==> src/rtl/blink_pkg.sv <==
// Shared types and the stored pattern table for the pattern blinker.
package blink_pkg;

    localparam int PAT_W      = 2;
    localparam int PAT_TICK_W = 8;
    localparam int PAT_CNT_W  = 4;

    typedef struct packed {
        logic [PAT_TICK_W-1:0] on_ticks;
        logic [PAT_TICK_W-1:0] off_ticks;
        logic [PAT_CNT_W-1:0]  count;
    } blink_pattern_t;

    // Indexed by pattern_sel; count of 0 means repeat until aborted.
    localparam blink_pattern_t [3:0] PATTERNS = {
        blink_pattern_t'{8'd1, 8'd1,  4'd10},  // 3: alarm
        blink_pattern_t'{8'd1, 8'd9,  4'd0},   // 2: heartbeat
        blink_pattern_t'{8'd2, 8'd2,  4'd5},   // 1: success
        blink_pattern_t'{8'd5, 8'd10, 4'd3}    // 0: error
    };

    typedef enum logic [1:0] {
        ST_IDLE = 2'd0,
        ST_ON   = 2'd1,
        ST_OFF  = 2'd2,
        ST_DONE = 2'd3
    } blink_state_t;

endpackage

==> src/rtl/tick_prescaler.sv <==
// Divides hwclk down to a one-cycle tick every TICK_CYCLES cycles, restartable by clear.
module tick_prescaler #(
    parameter int TICK_CYCLES = 1200000
) (
    input  logic hwclk,
    input  logic rst,
    input  logic clear,
    output logic tick
);

    localparam int CW = (TICK_CYCLES > 1) ? $clog2(TICK_CYCLES) : 1;
    localparam logic [CW-1:0] LAST = CW'(TICK_CYCLES - 1);

    logic [CW-1:0] r_cnt;

    assign tick = (r_cnt == LAST);

    always_ff @(posedge hwclk or posedge rst) begin
        if (rst) begin
            r_cnt <= '0;
        end else if (clear || tick) begin
            r_cnt <= '0;
        end else begin
            r_cnt <= r_cnt + CW'(1);
        end
    end

endmodule

==> src/rtl/pattern_blinker.sv <==
// Plays one of four stored blink patterns on a masked LED group; level start, done pulse, abort.
module pattern_blinker
    import blink_pkg::*;
#(
    parameter int TICK_CYCLES = 1200000,
    parameter int LED_W       = 4,
    parameter int TICK_W      = 8,
    parameter int CNT_W       = 4
) (
    input  logic             hwclk,
    input  logic             rst,
    input  logic             start_blinking,
    input  logic [PAT_W-1:0] pattern_sel,
    input  logic [LED_W-1:0] led_mask,
    input  logic             abort,
    output logic [LED_W-1:0] led,
    output logic             busy,
    output logic             done_blinking
);

    blink_state_t r_state, w_state_next;

    logic              r_start_prev;
    logic [TICK_W-1:0] r_on, r_off, w_on_next, w_off_next;
    logic [CNT_W-1:0]  r_count, w_count_next;
    logic [LED_W-1:0]  r_mask, w_mask_next;
    logic [TICK_W-1:0] r_tick_cnt, w_tick_cnt_next;
    logic [CNT_W-1:0]  r_blink_cnt, w_blink_next;
    logic [LED_W-1:0]  r_led, w_led_next;
    logic              r_busy, w_busy_next;
    logic              r_done, w_done_next;

    logic              w_start_edge, w_accept, w_clear, w_tick, w_phase_end;
    logic [TICK_W-1:0] w_on_last, w_off_last, w_phase_last;
    logic [CNT_W-1:0]  w_blink_inc;

    tick_prescaler #(
        .TICK_CYCLES(TICK_CYCLES)
    ) u_prescaler (
        .hwclk(hwclk),
        .rst  (rst),
        .clear(w_clear),
        .tick (w_tick)
    );

    assign w_start_edge = start_blinking && !r_start_prev;
    assign w_accept     = (r_state == ST_IDLE) && w_start_edge && !abort;

    // Zero-length phases are stretched to a single tick.
    assign w_on_last    = (r_on  == '0) ? '0 : r_on  - TICK_W'(1);
    assign w_off_last   = (r_off == '0) ? '0 : r_off - TICK_W'(1);
    assign w_phase_last = (r_state == ST_ON) ? w_on_last : w_off_last;
    assign w_phase_end  = w_tick && (r_tick_cnt == w_phase_last);
    assign w_blink_inc  = r_blink_cnt + CNT_W'(1);

    always_comb begin
        w_state_next    = r_state;
        w_clear         = 1'b0;
        w_tick_cnt_next = r_tick_cnt;
        w_blink_next    = r_blink_cnt;
        w_on_next       = r_on;
        w_off_next      = r_off;
        w_count_next    = r_count;
        w_mask_next     = r_mask;

        case (r_state)
            ST_IDLE: begin
                if (w_accept) begin
                    w_state_next    = ST_ON;
                    w_clear         = 1'b1;
                    w_tick_cnt_next = '0;
                    w_blink_next    = '0;
                    w_on_next       = TICK_W'(PATTERNS[pattern_sel].on_ticks);
                    w_off_next      = TICK_W'(PATTERNS[pattern_sel].off_ticks);
                    w_count_next    = CNT_W'(PATTERNS[pattern_sel].count);
                    w_mask_next     = led_mask;
                end
            end
            ST_ON: begin
                if (abort) begin
                    w_state_next    = ST_IDLE;
                    w_clear         = 1'b1;
                    w_tick_cnt_next = '0;
                end else if (w_phase_end) begin
                    w_state_next    = ST_OFF;
                    w_clear         = 1'b1;
                    w_tick_cnt_next = '0;
                end else if (w_tick) begin
                    w_tick_cnt_next = r_tick_cnt + TICK_W'(1);
                end
            end
            ST_OFF: begin
                if (abort) begin
                    w_state_next    = ST_IDLE;
                    w_clear         = 1'b1;
                    w_tick_cnt_next = '0;
                end else if (w_phase_end) begin
                    w_clear         = 1'b1;
                    w_tick_cnt_next = '0;
                    w_blink_next    = w_blink_inc;
                    if ((r_count != '0) && (w_blink_inc == r_count)) begin
                        w_state_next = ST_DONE;
                    end else begin
                        w_state_next = ST_ON;
                    end
                end else if (w_tick) begin
                    w_tick_cnt_next = r_tick_cnt + TICK_W'(1);
                end
            end
            ST_DONE: begin
                w_state_next    = ST_IDLE;
                w_clear         = 1'b1;
                w_tick_cnt_next = '0;
            end
            default: begin
                w_state_next = ST_IDLE;
                w_clear      = 1'b1;
            end
        endcase

        // Outputs are decoded from the next state so they register alongside it.
        w_led_next  = (w_state_next == ST_ON) ? w_mask_next : '0;
        w_busy_next = (w_state_next != ST_IDLE);
        w_done_next = (w_state_next == ST_DONE);
    end

    always_ff @(posedge hwclk or posedge rst) begin
        if (rst) begin
            r_state      <= ST_IDLE;
            r_start_prev <= 1'b0;
            r_on         <= '0;
            r_off        <= '0;
            r_count      <= '0;
            r_mask       <= '0;
            r_tick_cnt   <= '0;
            r_blink_cnt  <= '0;
            r_led        <= '0;
            r_busy       <= 1'b0;
            r_done       <= 1'b0;
        end else begin
            r_state      <= w_state_next;
            r_start_prev <= start_blinking;
            r_on         <= w_on_next;
            r_off        <= w_off_next;
            r_count      <= w_count_next;
            r_mask       <= w_mask_next;
            r_tick_cnt   <= w_tick_cnt_next;
            r_blink_cnt  <= w_blink_next;
            r_led        <= w_led_next;
            r_busy       <= w_busy_next;
            r_done       <= w_done_next;
        end
    end

    assign led           = r_led;
    assign busy          = r_busy;
    assign done_blinking = r_done;

endmodule

==> config.mk <==
export PLATFORM = sky130hd
export DESIGN_NAME = pattern_blinker
export DESIGN_NICKNAME = d
export VERILOG_FILES = /design/src/rtl/blink_pkg.sv /design/src/rtl/tick_prescaler.sv /design/src/rtl/pattern_blinker.sv
export SDC_FILE = /design/constraint.sdc
export NUM_CORES = 1
export LEC_CHECK = 0
export CAP_MARGIN = 20
export CELL_PAD_IN_SITES_DETAIL_PLACEMENT = 1
export CELL_PAD_IN_SITES_GLOBAL_PLACEMENT = 1
export CORE_ASPECT_RATIO = 1.75
export CORE_UTILIZATION = 30
export CTS_CLUSTER_SIZE = 24
export DETAILED_ROUTE_END_ITERATION = 10
export PLACE_DENSITY = 0.51
export SYNTH_ARGS = -nofsm -noshare
export SYNTH_HDL_FRONTEND = slang
export SYNTH_HIERARCHICAL = 1
export SYNTH_SLANG_ARGS = --single-unit
==> constraint.sdc <==
create_clock -name hwclk -period 3.9 [get_ports hwclk]
set_input_delay 0.78 -clock hwclk [delete_from_list [all_inputs] [get_ports hwclk]]
set_output_delay 0.78 -clock hwclk [all_outputs]
set_load 0.03 [all_outputs]
==> impl_metrics.py <==
metrics = {
    "logic_synthesis": {
        "syn_area_um2": 3090,
        "ys.flop_type": "dfrtp_1",
        "synthTopCellsByCount": "54 x dfrtp_1, 37 x nand2_1, 34 x nor2_1",
        "synth-edff-count": 0,
        "synth-seq-cells": 54,
        "syn_area_per_cell_um2": 9.31,
        "yosysWarnings": 6,
        "syn_inst": 332,
        "synth_most_common_cell": "dfrtp_1",
        "synth_top_area_share_pct": 43.7,
        "synthTopCellsByArea": "dfrtp_1 44%, ha_1 5.7%, xnor2_1 5.1%",
        "ys_seq_area_share_pct": 43.7,
        "syn-num-nets": 356,
        "async_flop_share_pct": 100,
        "ys_types": 53,
        "synth_top_area_cell": "dfrtp_1",
    },
    "sta": {
        "setup_tns_ps": 0,
        "tightestPinTransition_ps": 870,
        "fin_crit_sh_pct": 82.2,
        "max_clock_freq_ghz": 0.312,
        "slew_violations": 0,
        "fin_crit_ps": 3210,
        "setup_viol": 0,
        "relSlewSlack_pct": 42.0,
        "whs_ps": 472,
        "hold_viol": 0,
        "grt_setup_unrepaired": "false",
        "finClkSkew_ps": 7.82,
    },
    "detailed_routing": {
        "avgRoutedWirePerCell_um": 16.4,
        "finalWirelength_um": 7770,
        "drtPass1Iterations": 3,
        "drc": 0,
        "antenna_left": 0,
        "drt_iter0_drc": 58,
        "vias_per_cell": 5.10,
        "vias": 2411,
    },
    "critical_path": {
        "crit_required_ps": 4050,
        "cpPeakStageDelay_ps": 530,
        "crit_chain": "inv_1 -> ha_1 -> or4b_4 -> o21ai_2 -> xnor2_1 -> nand4_2 -> o21ai_0 -> a21oi_1 -> o21ai_0 -> inv_1 -> o31ai_4 -> nor2_1",
        "cpMaxStageDelayCell": "or4b_4",
        "reg2reg_depth": 12,
        "cp-end-kind": "flop",
        "crit_cells": 12,
        "critical_path.max_fanout": 17,
        "cp_top_family": "compound AO/OA/AOI/OAI gates",
        "cp_data_arrival_time_ps": 3360,
        "setup.worst_path.start": "r_state[1]",
        "rr_startpoint": "r_state[1]",
        "crit_type": "flop to flop",
        "r2r_slack_ps": 690,
        "crit-reg2reg-capture": "u_prescaler/r_cnt[5]",
        "crit_buf_inv": 2,
        "critPathLaunchType": "flop",
    },
    "layout": {
        "fin_nets": 371,
        "fill_cells": 1185,
        "area_growth_pct": 13.7,
        "postLayoutCoreUtil_pct": 35.3,
        "antennaDiodeCount": 0,
        "drive_gt1_share_pct": 8.91,
    },
    "global_routing": {
        "grt_pass1_wl_um": 13600,
        "antenna_found_initial": 0,
        "grt_usage_pct": 16.5,
        "gr-total-overflow": 0,
        "first_global_vias": 2692,
        "grt_max_degree": 22,
    },
    "cts": {
        "clk_pin_slew_ps": 70,
        "post_cts_resized": 0,
        "clk_latency_ps": 300,
        "cts_buffers": 5,
        "cts.path.max_buffers": 2,
        "cts_root_buf": "clkbuf_16",
        "htreeDepth": 2,
        "cts_setup_buffers": 0,
        "postCtsHoldBufs": 0,
        "cts_tree": "done",
        "cts_sinks": 54,
    },
    "hold_path": {
        "min_to": "r_mask[0]",
        "hold_path.class": "flop to flop",
        "worstHoldStart": "r_mask[0]",
        "whs_path_depth": 2,
    },
    "die": {
        "start_util_pct": 31.0,
        "die_width_um": 78.7,
        "die_area_um2": 10700,
        "rows": 48,
        "core_um2": 9970,
        "io_pins": 16,
        "die_h_um": 136,
    },
    "power_and_ir_drop": {
        "p_per_area_nw_per_um2": 570,
        "total_power_mw": 2.00,
        "vdd_drop_max_uv": 259,
        "p_leak_nw": 1.51,
    },
    "run_status": {
        "outcome": "completed",
    },
    "placement": {
        "hpwlAfterDp_um": 5970,
        "portBuffers": 15,
        "gp_congestion": 0.723,
    },
    "job": {
        "drv_cap": 0,
    },
}
[power by group]
part,total [mW],switching [mW],internal [mW]
Clock,0.450,0.211,0.239
Combinational,0.743,0.438,0.305
Sequential,0.811,0.129,0.683
Total,2.00,0.778,1.23
[cells in the final DEF (no fill, tap or decap), types with 2 or more instances in the layout]
master,count
dfrtp_1,54
nand2_1,37
nor2_1,34
o21ai_0,21
inv_1,20
xnor2_1,18
a21oi_1,16
clkdlybuf4s50_1,15
ha_1,14
nor3_1,11
nand3_1,10
nand4_1,9
and4b_1,5
xor2_1,5
clkbuf_16,5
buf_4,5
and3_1,4
or3_1,4
or2_2,3
mux2i_1,3
nor2b_1,3
a31oi_1,3
o31ai_1,3
a22o_1,3
and2_1,3
a21o_1,3
nor4_1,3
o32ai_1,2
or3b_1,2
nor2_2,2
mux2_2,2
o21bai_1,2
[kinds of logic (layout without fill, tap and decap cells)]
| logic type | count (synthesis) | in the layout | synth area share [%] |
|---|---|---|---|
| XOR/XNOR | 23 | 23 | 6.52 |
| flip-flops | 54 | 54 | 43.7 |
| multiplexers | 5 | 5 | 1.70 |
| AND/OR/NAND/NOR | 142 | 142 | 24.7 |
| adder cells (fa/ha/maj) | 14 | 14 | 5.67 |
| AO/OA/AOI/OAI | 62 | 62 | 13.0 |
| buffers and inverters | 32 | 48 | 4.69 |
[layout make-up]
cell class	count	area (um2)	area share, %
Inverter	20	75.1	2.14
Multi-Input combinational cell	246	1600	45.6
Timing Repair Buffer	20	188	5.34
Sequential cell	54	1350	38.4
Clock buffer	6	129	3.67
Clock inverter	2	13.8	0.392
Tap cell	125	156	4.45
[worst register-to-register path: stages, from the launching register on]
cell,delay [ps]
dfrtp_1,420
inv_1,80
ha_1,330
or4b_4,530
o21ai_2,80
xnor2_1,170
nand4_2,180
o21ai_0,200
a21oi_1,90
o21ai_0,470
inv_1,160
o31ai_4,230
nor2_1,120
[worst max path at each step]
stage / endpoint
after floorplan: u_prescaler/r_cnt[10]
after global placement: u_prescaler/r_cnt[5]
after detailed placement: u_prescaler/r_cnt[5]
after CTS: u_prescaler/r_cnt[5]
after global routing: u_prescaler/r_cnt[9]
final: u_prescaler/r_cnt[5]
[flip-flops by register name, indices dropped and copies added (netlist names)]
name and flops:
r_mask 4, busy 1, r_tick_cnt 8, r_blink_cnt 4, r_count 4, r_on 2, u_prescaler/r_cnt 21, done_blinking 1
r_off 2, r_start_prev 1, r_state 2, led 4
[layer usage]
| metal | wire (um) | global-route usage (%) | vias to the layer above |
|---|---|---|---|
| li1 | - | - | 1186 |
| met1 | 2920 | 16.2 | 1211 |
| met2 | 4640 | 34.0 | 8 |
| met3 | 87 | 2.28 | 6 |
| met4 | 116 | 5.25 | 0 |
| met5 | 0 | 0 | - |
[per-stage QoR]
stage | area, um2 | std cells | setup WS [ps]
final | 3510 | 473 | 693
after global routing | 3510 | 473 | 350
after CTS | 3510 | 473 | 559
after detailed placement | 3370 | 465 | 590
after global placement | 3370 | 465 | 633
after floorplan | 3090 | 332 | 1230
Note: power is estimated with default switching activity, not from simulation.
